File: config.mk
export PLATFORM = sky130hd
export DESIGN_NAME = uart_tx_ctrl
export DESIGN_NICKNAME = d
export VERILOG_FILES = /design/src/rtl/uart_tx_ctrl.sv
export SDC_FILE = /design/constraint.sdc
export NUM_CORES = 1
export LEC_CHECK = 0
export BUFFER_PORTS_ARGS = -buffer_cell sky130_fd_sc_hd__buf_2
export CAP_MARGIN = 10
export CELL_PAD_IN_SITES_DETAIL_PLACEMENT = 1
export CELL_PAD_IN_SITES_GLOBAL_PLACEMENT = 1
export CORE_UTILIZATION = 35
export CTS_CLUSTER_DIAMETER = 30
export CTS_CLUSTER_SIZE = 40
export DETAILED_ROUTE_END_ITERATION = 10
export PLACE_DENSITY = 0.67
export SETUP_SLACK_MARGIN = 0.02
export SYNTH_ARGS = -nofsm -noshare
export SYNTH_HDL_FRONTEND = slang
export SYNTH_SLANG_ARGS = --single-unit
File: constraint.sdc
create_clock -name sys_clk -period 3.5 [get_ports sys_clk]
set_input_delay 0.175 -clock sys_clk [delete_from_list [all_inputs] [get_ports sys_clk]]
set_output_delay 0.175 -clock sys_clk [all_outputs]
set_load 0.01 [all_outputs]
File: src/rtl/uart_tx_ctrl.sv
// ---------------------------------------------------------------------------
// uart_tx_ctrl
//   UART transmit sequencer. Takes the THR byte and the line-control settings
//   from the register block, generates baud timing from the {DLH,DLL}
//   divisor and serialises start / data (LSB first) / optional parity / stop
//   bits onto uart_txd. All outputs are registered.
//
// Ports
//   sys_clk             system clock, rising edge
//   rst_b               asynchronous active-low reset
//   reg_ctrl_thr_vld    THR holds an unsent byte
//   reg_ctrl_thr_data   THR byte
//   reg_ctrl_dllh_data  baud divisor {DLH,DLL}; 0 inhibits transmission
//   reg_ctrl_lcr_dls    data length 00=5 .. 11=8 bits
//   reg_ctrl_lcr_stop   0=1 stop bit, 1=2 stop bits (1.5 when dls=00)
//   reg_ctrl_lcr_pen    parity enable
//   reg_ctrl_lcr_eps    1=even parity, 0=odd parity
//   ctrl_reg_thr_read   one-cycle pulse: THR byte taken into the shifter
//   ctrl_reg_thsr_empty shifter idle, no frame in progress
//   ctrl_reg_busy       frame in progress
//   uart_txd            serial TX line, idle high
// ---------------------------------------------------------------------------
module uart_tx_ctrl #(
    parameter int unsigned OVERSAMPLE = 16,
    parameter int unsigned DIV_W      = 16
) (
    input  logic             sys_clk,
    input  logic             rst_b,
    input  logic             reg_ctrl_thr_vld,
    input  logic [7:0]       reg_ctrl_thr_data,
    input  logic [DIV_W-1:0] reg_ctrl_dllh_data,
    input  logic [1:0]       reg_ctrl_lcr_dls,
    input  logic             reg_ctrl_lcr_stop,
    input  logic             reg_ctrl_lcr_pen,
    input  logic             reg_ctrl_lcr_eps,
    output logic             ctrl_reg_thr_read,
    output logic             ctrl_reg_thsr_empty,
    output logic             ctrl_reg_busy,
    output logic             uart_txd
);

    // Tick counter must reach 2*OVERSAMPLE-1 for a two-bit stop period.
    localparam int unsigned TW = $clog2(2 * OVERSAMPLE);

    typedef enum logic [2:0] {
        ST_IDLE,
        ST_START,
        ST_DATA,
        ST_PARITY,
        ST_STOP
    } state_t;

    state_t           r_state;
    logic [DIV_W-1:0] r_baud;
    logic [TW-1:0]    r_tick;
    logic [2:0]       r_bit;
    logic [7:0]       r_shift;
    logic             r_par;

    // Frame-local copies of the line settings, frozen at the load edge.
    logic [DIV_W-1:0] r_div;
    logic [1:0]       r_dls;
    logic             r_stop;
    logic             r_pen;
    logic             r_eps;

    logic             r_txd;
    logic             r_thr_read;
    logic             r_busy;
    logic             r_empty;

    logic             w_tick;
    logic             w_bit_end;
    logic [TW-1:0]    w_last_tick;
    logic             w_load;

    // Number of ticks in the current bit period; only STOP is longer.
    always_comb begin
        w_last_tick = TW'(OVERSAMPLE - 1);
        if (r_state == ST_STOP && r_stop) begin
            if (r_dls == 2'b00) begin
                w_last_tick = TW'(OVERSAMPLE + OVERSAMPLE / 2 - 1);
            end else begin
                w_last_tick = TW'(2 * OVERSAMPLE - 1);
            end
        end
    end

    always_comb begin
        w_tick    = (r_state != ST_IDLE) && (r_baud == r_div - DIV_W'(1));
        w_bit_end = w_tick && (r_tick == w_last_tick);
        w_load    = ((r_state == ST_IDLE) || (r_state == ST_STOP && w_bit_end)) &&
                    reg_ctrl_thr_vld && (reg_ctrl_dllh_data != '0);
    end

    always_ff @(posedge sys_clk or negedge rst_b) begin
        if (!rst_b) begin
            r_state    <= ST_IDLE;
            r_baud     <= '0;
            r_tick     <= '0;
            r_bit      <= '0;
            r_shift    <= '0;
            r_par      <= 1'b0;
            r_div      <= '0;
            r_dls      <= '0;
            r_stop     <= 1'b0;
            r_pen      <= 1'b0;
            r_eps      <= 1'b0;
            r_txd      <= 1'b1;
            r_thr_read <= 1'b0;
            r_busy     <= 1'b0;
            r_empty    <= 1'b1;
        end else begin
            r_thr_read <= w_load;

            // Baud / tick timing runs for the whole frame.
            if (r_state != ST_IDLE) begin
                if (w_tick) begin
                    r_baud <= '0;
                    r_tick <= w_bit_end ? '0 : r_tick + TW'(1);
                end else begin
                    r_baud <= r_baud + DIV_W'(1);
                end
            end

            if (w_load) begin
                // Covers both IDLE and end-of-STOP, so back-to-back frames
                // start with no idle gap.
                r_shift <= reg_ctrl_thr_data;
                r_div   <= reg_ctrl_dllh_data;
                r_dls   <= reg_ctrl_lcr_dls;
                r_stop  <= reg_ctrl_lcr_stop;
                r_pen   <= reg_ctrl_lcr_pen;
                r_eps   <= reg_ctrl_lcr_eps;
                r_baud  <= '0;
                r_tick  <= '0;
                r_bit   <= '0;
                r_par   <= 1'b0;
                r_txd   <= 1'b0;
                r_busy  <= 1'b1;
                r_empty <= 1'b0;
                r_state <= ST_START;
            end else begin
                case (r_state)
                    ST_IDLE: begin
                        r_txd   <= 1'b1;
                        r_busy  <= 1'b0;
                        r_empty <= 1'b1;
                    end
                    ST_START: begin
                        if (w_bit_end) begin
                            // Parity accumulates each bit as it goes out.
                            r_txd   <= r_shift[0];
                            r_par   <= r_shift[0];
                            r_shift <= r_shift >> 1;
                            r_bit   <= '0;
                            r_state <= ST_DATA;
                        end
                    end
                    ST_DATA: begin
                        if (w_bit_end) begin
                            if (r_bit == 3'd4 + {1'b0, r_dls}) begin
                                if (r_pen) begin
                                    r_txd   <= r_eps ? r_par : ~r_par;
                                    r_state <= ST_PARITY;
                                end else begin
                                    r_txd   <= 1'b1;
                                    r_state <= ST_STOP;
                                end
                            end else begin
                                r_txd   <= r_shift[0];
                                r_par   <= r_par ^ r_shift[0];
                                r_shift <= r_shift >> 1;
                                r_bit   <= r_bit + 3'd1;
                            end
                        end
                    end
                    ST_PARITY: begin
                        if (w_bit_end) begin
                            r_txd   <= 1'b1;
                            r_state <= ST_STOP;
                        end
                    end
                    ST_STOP: begin
                        if (w_bit_end) begin
                            r_txd   <= 1'b1;
                            r_busy  <= 1'b0;
                            r_empty <= 1'b1;
                            r_state <= ST_IDLE;
                        end
                    end
                    default: begin
                        r_txd   <= 1'b1;
                        r_busy  <= 1'b0;
                        r_empty <= 1'b1;
                        r_state <= ST_IDLE;
                    end
                endcase
            end
        end
    end

    assign ctrl_reg_thr_read   = r_thr_read;
    assign ctrl_reg_thsr_empty = r_empty;
    assign ctrl_reg_busy       = r_busy;
    assign uart_txd            = r_txd;

endmodule

### Word-level counts from Yosys, hierarchy flattened

Index checks and enable logic that the tools add are counted.

| word-level totals | value |
|---|---|
| register bits | 61 |
| input bits | 32 |
| output and inout port bits | 4 |
| logic and storage cells | 102 |

| operators by class | value |
|---|---|
| $add $sub $neg | 5 |
| equality and inequality tests | 16 |
| muxes and demuxes | 43 |
| bitwise logic cells | 2 |
| reductions and logical operators | 21 |

Operators by type and width:

| operator | count |
|---|---|
| 16-bit 2-to-1 mux | 3 |
| 8-bit 2-to-1 mux | 4 |
| 3-bit 2-to-1 mux | 10 |
| 5-bit 2-to-1 mux | 5 |
| 3-bit != test, second input constant | 6 |
| 16-bit by 1-bit adder with 16-bit output, second input constant | 1 |
| 16-bit == test | 1 |
| 8-bit one-hot mux with 2 select lines | 1 |
| 16-bit nonzero test | 1 |
| 16-bit by 1-bit subtractor with 16-bit output, second input constant | 1 |
| 3-bit one-hot mux with 5 select lines | 1 |
| 1-bit 2-to-1 mux | 13 |
| 3-bit by 2-bit == test with 1-bit output, second input constant | 2 |
| 1-bit logical AND | 6 |
| 1-bit one-hot mux with 2 select lines | 3 |
| 3-bit one-hot mux with 2 select lines | 1 |
| 6-bit AND reduction | 1 |
| 3-bit nonzero test | 2 |
| 5-bit by 1-bit adder with 5-bit output, second input constant | 1 |
| 5-bit == test | 1 |
| 4-bit 2-to-1 mux | 1 |
| 2-bit AND reduction | 2 |
| 4-bit AND reduction | 1 |
| 2-bit nonzero test | 2 |
| other kinds (17) | 17 |

### Longest topological paths before layout

Gate-level depths: netlist (run 1).

| depth | value |
|---|---|
| depth in word-level cells | 11 |
| depth in mapped cells | 13 |
| gate-level depth less buffers | 11 |

### Worst setup path after synthesis (run 1)

Ideal clock, no wire load.

| path | value |
|---|---|
| kind | register to register |
| start point | register r_div[0] |
| end point | register r_div[13] |
| library setup time | 0.127 ns |
| arrival time | 2.927 ns |
| data required time | 3.373 ns |
| slack | 0.445 ns |
| cell stages (with the launch flop) | 14 |
| buffers on the path | 2 |
| clock period less this slack | 3.055 ns |
| cell sequence | dfrtp_1 -> inv_1 -> ha_1 -> nor4b_4 -> nand4_1 -> xnor2_1 -> nand4_1 -> nor3_4 -> a31oi_4 -> or2_1 -> buf_6 -> inv_8 -> buf_8 -> mux2_1 |

| between the ends | value |
|---|---|
| longest elaborated chain between the ends | 8 |

Ends and longest elaborated chain:

| what | line | RTL |
|---|---|---|
| from (decl) | 61 | `logic [DIV_W-1:0] r_div;` |
| from (signal assigned) | 130 | `r_div <= reg_ctrl_dllh_data;` |
| 16-bit by 1-bit subtractor with 16-bit output | 90 | `w_tick = (r_state != ST_IDLE) && (r_baud == r_div - DIV_W'(1));` |
| 16-bit == test | 90 |  |
| 1-bit logical AND | 90 |  |
| 1-bit logical AND | 91 | `w_bit_end = w_tick && (r_tick == w_last_tick);` |
| 1-bit logical AND | 92 | `w_load = ((r_state == ST_IDLE) \|\| (r_state == ST_STOP && w_bit_end)) &&` |
| 1-bit logical OR | 92 |  |
| 1-bit logical AND | 92 |  |
| 1-bit logical AND | 93 | `reg_ctrl_thr_vld && (reg_ctrl_dllh_data != '0);` |
| named net w_load | 75 | `logic w_load;` |

The timed path passes the listed nets, and every way through them passes these cells.
A chain may end at the register's enable or synchronous reset.

### Worst setup path in the final report (run 1)

| path | value |
|---|---|
| start point | register r_div[0] |
| end point | register r_div[1] |

| between the ends | value |
|---|---|
| longest elaborated chain between the ends | 8 |

Ends and longest elaborated chain:

| what | line |
|---|---|
| 16-bit by 1-bit subtractor with 16-bit output | 90 |
| 16-bit == test | 90 |
| 1-bit logical AND | 90 |
| 1-bit logical AND | 91 |
| 1-bit logical AND | 92 |
| 1-bit logical OR | 92 |
| 1-bit logical AND | 92 |
| 1-bit logical AND | 93 |

No other way between the ends.

==> results by group, run 1 <==
Timing
  • Worst hold margin: -0.0336 ns
  • Rel. slew slack: around a third
  • Post-route clock skew: about 0.016 ns
  • Final setup violation count: 0
  • Final critical path time including I/O delays and setup: between 3 and 4 ns
  • Final sum of negative setup slack: 0 ns
  • Maximum achievable frequency: about 0.32 GHz
  • Hold Violations, Final: 29
  • Unrepaired setup endpoints after global routing: no
  • Slew at the pin with the worst max-slew slack: roughly 1 ns
  • Max-slew violations: 0
  • Final cycle utilization of the critical path: about nine tenths

Clocking
  • Worst-Skew Late Latency: ~0.36 ns
  • Setup repair bufs after CTS: 0
  • Post-cts resize count: 0
  • Clock-pin transition on the worst setup and hold timing paths: about 0.070 ns
  • Clock tree from TritonCTS: yes
  • Number of H-tree levels: 3
  • Clock tree sinks: between 60 and 70
  • Number of CTS-inserted buffers: 9
  • Worst-case clock buffer depth: 2
  • Buffer type at the clock tree root: sky130_fd_sc_hd__clkbuf_8
  • Hold-fix buffers at CTS: 0

Synth
  • EDFF count, synth: 0
  • Most frequently used flop master after synthesis: sky130_fd_sc_hd__dfrtp_1
  • Cell Area, Synth: approximately 3700 sq um
  • Number of distinct library cells after synthesis: 69
  • Synth area leaders: sky130_fd_sc_hd__dfrtp_1, sky130_fd_sc_hd__xnor2_1, sky130_fd_sc_hd__mux2_4, sky130_fd_sc_hd__nor2_1, sky130_fd_sc_hd__xor2_1
  • Synth Warn #: 0
  • Post-synthesis net count: 396
  • Number of instances in the synthesized netlist: 360
  • Area share of the largest cell type after synthesis: roughly two fifths
  • Post-synthesis async set-or-reset flop share: 100%
  • Mean instance size in the synthesized netlist: just over 10 sq um
  • Share of synthesized area occupied by flip-flops and latches: just over 40%
  • Synthesized flop and latch total: a little over 60
  • Cell type with the highest aggregate area in the netlist: sky130_fd_sc_hd__dfrtp_1

Detailed routing
  • Iter 0 DRT Violations: slightly below 80
  • Avg Vias per Cell: 5.23
  • Routed wire length per instance: around 16 um
  • Drt drc: 0
  • Detailed-route via count: ~2800
  • Count of TritonRoute iterations in the first routing pass: 4
  • Routed Antenna Nets: 0
  • DRT Wirelength: roughly 9000 um

Pwr
  • Leakage power: roughly 1.8 nW
  • Worst supply voltage drop on vdd: roughly 0.00021 V
  • Internal power consumption: approximately 0.0016 W
  • Combinational Power Share: about 30%
  • Net load switching power: 0.000899 W
  • Power per Cell Area: 596 nW/um^2
  • Clock power share: 25.2%
  • Total power: 0.00251 W
  • Sequential fraction of design power: 44.9%
  • Share of total power consumed by net switching: 35.8%

Placement
  • Half-perimeter wire length after detailed placement: around 6500 um
  • Routability-driven placement congestion ratio: approximately 0.80
  • Port-buffer cells: 35

Finish
  • Diodes inserted: 0
  • Layout area overhead: 14.0%
  • Fraction of layout instances using a drive strength above 1: between 20% and 30%
  • Number of fill cells in the layout: ~1200
  • Final #Nets: around 440

GRT
  • Global-route total usage across every layer: roughly 18%
  • Wire length of the first global-routing pass: around 15000 um
  • Vias in the first global route: between 2000 and 3000
  • Residual overflow from global routing: 0
  • Number of antenna violations at the first check in global routing: 0
  • Pin count of the biggest net entering global routing: 44

Critical path
  • Delay of the slowest cell on the worst path: roughly 0.44 ns
  • Crit start category: flop
  • Type of the worst setup path: flop to flop
  • Critical Path AT: between 3 and 4 ns
  • Crit path max-delay cell type: sky130_fd_sc_hd__dfrtp_1
  • CP required: approximately 3.7 ns
  • CP delay by family, top: simple AND/OR/NAND/NOR gates
  • Total number of cells along the worst setup path: 12
  • Number of buffer and inverter stages on the critical path: 3
  • Worst setup EP type: flop
  • Critical Path, Cell by Cell: inv_1, ha_1, nor4b_4, buf_4, nand2_1, o32ai_1, a221oi_1, nor3_4, a31oi_4, or2_1, inv_8, mux2_2
  • Worst reg2reg path depth: 12
  • Worst-path maximum fanout: 27

Outcome
  • Violations in the final reports: negative hold slack
  • Result of the run: complete, but fails checks

Floorplanning
  • Die span in y: about 100 um
  • Ports: 36
  • Die area: approximately 11000 sq um
  • Die Span X: around 100 um
  • Area of the placeable core: 10300 sq um
  • Effective utilization at floorplan: ~36%
  • Number of core rows: 37

Flow run
  • Max_cap viols: 0

Min path
  • Hold Path Class: input port to asynchronous set/reset pin
==> sequential cells by signal, indices dropped and copies added (netlist names) <==
signal	flops
r_bit	3
ctrl_reg_busy	1
ctrl_reg_thsr_empty	1
r_shift	8
r_pen	1
r_baud	16
uart_txd	1
ctrl_reg_thr_read	1
r_eps	1
r_div	16
r_stop	1
r_par	1
r_state	3
r_tick	5
r_dls	2
==> stage by stage <==
| step | std cells | util (%) | area, sq um | setup WS, ns |
|---|---|---|---|---|
| after floorplan | 360 | - | 3700 | 0.445 |
| after global placement | 527 | 39.1 | 4020 | 0.380 |
| after detailed placement | 527 | 39.1 | 4020 | 0.257 |
| after CTS | 543 | 41.0 | 4210 | 0.245 |
| after global routing | 544 | 41.0 | 4220 | 0.159 |
| final | 544 | 41.0 | 4220 | 0.377 |
==> cell type report <==
cell class	instances	area, sq um	share of cell area, %
multi-input combinational	268	2000	47.3
clock inverter	6	65.1	1.54
inverter	17	71.3	1.69
timing repair buffer	46	258	6.11
sequential	61	1530	36.3
clock buffer	10	128	3.03
tap	136	170	4.04
==> routing by layer <==
layer / vias to the layer above / global-route usage [%] / part of all wire (%)
li1: 1371 / - / -
met1: 1425 / 21.5 / 44
met2: 39 / 31.5 / 51
met3: 12 / 5.12 / 3.4
met4: 0 / 3.92 / 0.93
met5: - / 0 / 0
==> logic make-up after synthesis <==
family                     Yosys count  synth area share [%]
and+or+nand+nor                    141                  21.4
DFF                                 61                  41.3
AOI/OAI and AO/OA                   52                  11.3
xor gates and xnor gates            44                  10.4
buffers and inverters               31                  4.73
muxes                               27                  9.40
adders and majority gates            4                  1.35
==> power by group through the flow <==
stage | registers [W] | clock network [W] | logic (W)
floorplan | 0.00104 | 0 | 0.000649
global placement | 0.00113 | 0 | 0.000728
detailed placement | 0.00114 | 0 | 0.000750
CTS | 0.00113 | 0.000657 | 0.000759
global route | 0.00116 | 0.000681 | 0.000843
finish | 0.00113 | 0.000633 | 0.000752
==> Yosys cell counts, drive strengths merged (5+ instances only) <==
| cell | count |
|---|---|
| or4 | 5 |
| o22ai | 5 |
| nor2 | 36 |
| nor3 | 12 |
| nand4 | 10 |
| clkbuf | 5 |
| nand2 | 24 |
| xnor2 | 29 |
| inv | 17 |
| nand3 | 16 |
| buf | 9 |
| mux2 | 23 |
| a31oi | 5 |
| nor2b | 10 |
| a21oi | 8 |
| o21ai | 5 |
| xor2 | 15 |
| o221a | 6 |
| or2 | 8 |
| dfrtp | 59 |
==> final timing paths <==
check	from	end	slack (ns)
setup / recovery	r_div[0]	r_div[1]	0.38
hold / removal	rst_b	r_baud[13]	-0.03
setup reg to reg	r_div[0]	r_div[1]	0.38
hold reg to reg	ctrl_reg_busy	ctrl_reg_busy	0.49
max in group asynchronous	rst_b	uart_txd	2.63
min in group sys_clk	reg_ctrl_lcr_pen	r_pen	0.02
==> cell usage in the layout (no fill, tap or decap), drive strengths merged, types with 10 or more instances in the layout <==
| cell | netlist | routed |
|---|---|---|
| nand4 | 10 | 10 |
| xnor2 | 29 | 29 |
| nor3 | 12 | 12 |
| nand3 | 16 | 16 |
| nor2b | 10 | 10 |
| dfrtp | 59 | 59 |
| clkbuf | 5 | 10 |
| nor2 | 36 | 36 |
| buf | 9 | 46 |
| mux2 | 23 | 23 |
| nand2 | 24 | 24 |
| xor2 | 15 | 15 |
| inv | 17 | 17 |
==> worst register-to-register path: stages (launching register included) <==
cell and delay, ns:
sky130_fd_sc_hd__dfrtp_1 0.44, sky130_fd_sc_hd__inv_1 0.08, sky130_fd_sc_hd__ha_1 0.25, sky130_fd_sc_hd__nor4b_4 0.22
sky130_fd_sc_hd__buf_4 0.19, sky130_fd_sc_hd__nand2_1 0.06, sky130_fd_sc_hd__o32ai_1 0.25, sky130_fd_sc_hd__a221oi_1 0.19
sky130_fd_sc_hd__nor3_4 0.27, sky130_fd_sc_hd__a31oi_4 0.14, sky130_fd_sc_hd__or2_1 0.33, sky130_fd_sc_hd__inv_8 0.23
sky130_fd_sc_hd__mux2_2 0.36
No activity file was read; power rests on OpenSTA's default activity.
==> run 2, diff against run 1 <==
--- a/config.mk
+++ b/config.mk
@@ -14,7 +14,7 @@
 export CTS_CLUSTER_SIZE = 40
 export DETAILED_ROUTE_END_ITERATION = 10
 export PLACE_DENSITY = 0.67
-export SETUP_SLACK_MARGIN = 0.02
+export SETUP_SLACK_MARGIN = 0.4
 export SYNTH_ARGS = -nofsm -noshare
 export SYNTH_HDL_FRONTEND = slang
 export SYNTH_SLANG_ARGS = --single-unit
==> constraint.sdc (replaced) <==
create_clock -name sys_clk -period 3.9 [get_ports sys_clk]
set_input_delay 0.195 -clock sys_clk [delete_from_list [all_inputs] [get_ports sys_clk]]
set_output_delay 0.195 -clock sys_clk [all_outputs]
set_load 0.01 [all_outputs]
==> results by group, run 2 (synthesis gave the netlist of run 1 again) <==
Timing
  • Hold Violations, Final: 0 (was 29)
  • Max-slew violations: 0 (unchanged)
  • Post-route clock skew: 0.00943 ns (was 0.0162 ns)
  • Final sum of negative setup slack: 0 ns (unchanged)
  • Slew at the pin with the worst max-slew slack: 0.726 ns (was 1.00 ns)
  • Unrepaired setup endpoints after global routing: no (unchanged)
  • Rel. slew slack: 51.6% (was 33.3%)
  • Maximum achievable frequency: 0.306 GHz (was 0.320 GHz)
  • Final setup violation count: 0 (unchanged)
  • Final cycle utilization of the critical path: 83.7% (was 89.2%)
  • Final critical path time including I/O delays and setup: 3.26 ns (was 3.12 ns)

Placement
  • Routability-driven placement congestion ratio: 0.810 (was 0.799)
  • Placed Cells: 523 (was 527)
  • Half-perimeter wire length after detailed placement: 6570 um (was 6530 um)
  • Port-buffer cells: 35 (unchanged)

Pwr
  • Worst supply voltage drop on vdd: 0.000214 V (was 0.000213 V)
  • Power per Cell Area: 535 nW/um^2 (was 596 nW/um^2)
  • Leakage power: 1.78 nW (was 1.77 nW)

Finish
  • Layout area overhead: 14.2% (was 14.0%)
  • Most used cells in the layout excluding fill and tap cells: sky130_fd_sc_hd__dfrtp_1, sky130_fd_sc_hd__nor2_1, sky130_fd_sc_hd__buf_2, sky130_fd_sc_hd__xnor2_1, sky130_fd_sc_hd__nand2_1 (unchanged)
  • Number of non-filler instances in the completed layout: 543 (was 544)
  • Registers with the highest flip-flop counts: r_baud x16, r_div x16, r_shift x8 (unchanged)
  • Final core utilization: 41.1% (was 41.0%)
  • Commonest non-fill, non-tap cell in the layout: sky130_fd_sc_hd__dfrtp_1 (unchanged)
  • Final #Nets: 438 (was 439)
  • Diodes inserted: 0 (unchanged)
  • Number of fill cells in the layout: 1176 (was 1206)
  • Fraction of layout instances using a drive strength above 1: 26.0% (was 26.5%)

Detailed routing
  • Iter 0 DRT Violations: 59 (was 77)
  • Routed Antenna Nets: 0 (unchanged)
  • DRT Wirelength: 9000 um (was 8970 um)
  • Detailed-route via count: 2834 (was 2847)
  • Drt drc: 0 (unchanged)
  • Routed wire length per instance: 16.6 um (was 16.5 um)
  • Count of TritonRoute iterations in the first routing pass: 4 (unchanged)
  • Avg Vias per Cell: 5.22 (was 5.23)

Critical path
  • Critical Path, Cell by Cell: inv_1, ha_1, nor4b_4, buf_4, a2111oi_0, a311o_1, a31oi_1, nor3_4, a31oi_4, or2_4, clkinv_8, mux2_1 (was inv_1, ha_1, nor4b_4, buf_4, nand2_1, o32ai_1, a221oi_1, nor3_4, a31oi_4, or2_1, inv_8, mux2_2)
  • Crit start category: flop (unchanged)
  • Delay of the slowest cell on the worst path: 0.45 ns (was 0.44 ns)
  • Worst setup EP type: flop (unchanged)
  • Critical Path AT: 3.49 ns (was 3.36 ns)
  • Number of buffer and inverter stages on the critical path: 3 (unchanged)
  • CP required: 4.13 ns (was 3.74 ns)
  • Crit path max-delay cell type: sky130_fd_sc_hd__dfrtp_1 (unchanged)
  • CP delay by family, top: compound AO/OA/AOI/OAI gates (was simple AND/OR/NAND/NOR gates)
  • Type of the worst setup path: flop to flop (unchanged)
  • Worst-path maximum fanout: 27 (unchanged)

GRT
  • Pin count of the biggest net entering global routing: 32 (was 44)
  • Vias in the first global route: 3033 (was 2962)
  • Wire length of the first global-routing pass: 15100 um (was 15200 um)
  • Global-route total usage across every layer: 17.5% (was 17.9%)
  • Number of antenna violations at the first check in global routing: 0 (unchanged)
  • Residual overflow from global routing: 0 (unchanged)

Floorplanning
  • Die span in y: 105 um (unchanged)
  • Effective utilization at floorplan: 36.0% (unchanged)
  • Area of the placeable core: 10300 sq um (unchanged)
  • Number of core rows: 37 (unchanged)
  • Die Span X: 105 um (unchanged)
  • Die area: 11000 sq um (unchanged)
  • Ports: 36 (unchanged)

Clocking
  • Worst-Skew Late Latency: 0.35 ns (was 0.36 ns)
  • Clock tree sinks: 61 (unchanged)
  • Worst-case clock buffer depth: 2 (unchanged)
  • Buffer type at the clock tree root: sky130_fd_sc_hd__clkbuf_8 (unchanged)
  • Clock-pin transition on the worst setup and hold timing paths: 0.07 ns (about the same)
  • Clock tree from TritonCTS: yes (unchanged)
  • Number of CTS-inserted buffers: 9 (unchanged)
  • Number of H-tree levels: 3 (unchanged)

Min path
  • Hold Path Class: input port to flop (was input port to asynchronous set/reset pin)

Outcome
  • Result of the run: finished clean (was complete, but fails checks)

Flow run
  • Max_cap viols: 0 (unchanged)
[run 2: through the flow]
| stage | hold WS (ns) | setup WS (ns) | cell area (sq um) | power, W |
|---|---|---|---|---|
| floorplan | -0.101 | 0.845 | 3700 | 0.00151 |
| global placement | 0.295 | 0.482 | 3990 | 0.00167 |
| detailed placement | 0.299 | 0.353 | 3990 | 0.00170 |
| CTS | 0.0508 | 0.433 | 4200 | 0.00228 |
| global route | 0.0551 | 0.440 | 4230 | 0.00240 |
| finish | 0.0585 | 0.637 | 4230 | 0.00226 |
[run 2: final timing paths]
path                             startpoint            end  slack (ns)  cells past startpoint
min in group asynchronous             rst_b     r_baud[14]        0.45                      2
max in group asynchronous             rst_b       uart_txd        2.52                      3
hold reg to reg               ctrl_reg_busy  ctrl_reg_busy        0.48                      1
setup reg to reg                   r_div[0]      r_div[13]        0.64                     12
setup / recovery                   r_div[0]      r_div[13]        0.64                     12
hold / removal             reg_ctrl_lcr_eps          r_eps        0.06                      2
[run 2: worst reg2reg max path, cell delays in order (launching register included)]
cell and delay, ns:
sky130_fd_sc_hd__dfrtp_1 0.45, sky130_fd_sc_hd__inv_1 0.09, sky130_fd_sc_hd__ha_1 0.26, sky130_fd_sc_hd__nor4b_4 0.32
sky130_fd_sc_hd__buf_4 0.19, sky130_fd_sc_hd__a2111oi_0 0.08, sky130_fd_sc_hd__a311o_1 0.28, sky130_fd_sc_hd__a31oi_1 0.29
sky130_fd_sc_hd__nor3_4 0.08, sky130_fd_sc_hd__a31oi_4 0.28, sky130_fd_sc_hd__or2_4 0.28, sky130_fd_sc_hd__clkinv_8 0.19
sky130_fd_sc_hd__mux2_1 0.36
[run 2: where the power goes]
| part | internal (W) | leakage (nW) | switching, W |
|---|---|---|---|
| Clock | 0.000311 | 0.0964 | 0.000253 |
| Combinational | 0.000366 | 0.931 | 0.000312 |
| Sequential | 0.000790 | 0.754 | 0.000231 |
[run 2: final cells by class]
cell class / count / area [sq um] / area share [%]
multi-input combinational: 268 / 2010 / 47.5
sequential: 61 / 1530 / 36.2
timing repair buffer: 45 / 253 / 5.98
tap: 136 / 170 / 4.03
clock buffer: 12 / 145 / 3.43
inverter: 17 / 76.3 / 1.81
clock inverter: 4 / 47.5 / 1.12
[run 2: what timing repair did]
action / 4_1_cts / 5_1_grt
setup buffers: 2 / 1
setup endpoints to repair: 21 / 29
gates resized for setup: 0 / 4
endpoints found under the hold margin: 29 / 0
pin swaps: 0 / 1
hold buffers: 1 / 0
[run 2: per-layer routing]
layer  GRT usage [%]  vias up  wire length, um
met4            6.74        0              209
met2            29.9       34             4480
li1                -     1367                -
met3            3.62       16              200
met5               0        -                0
met1            21.7     1417             4100
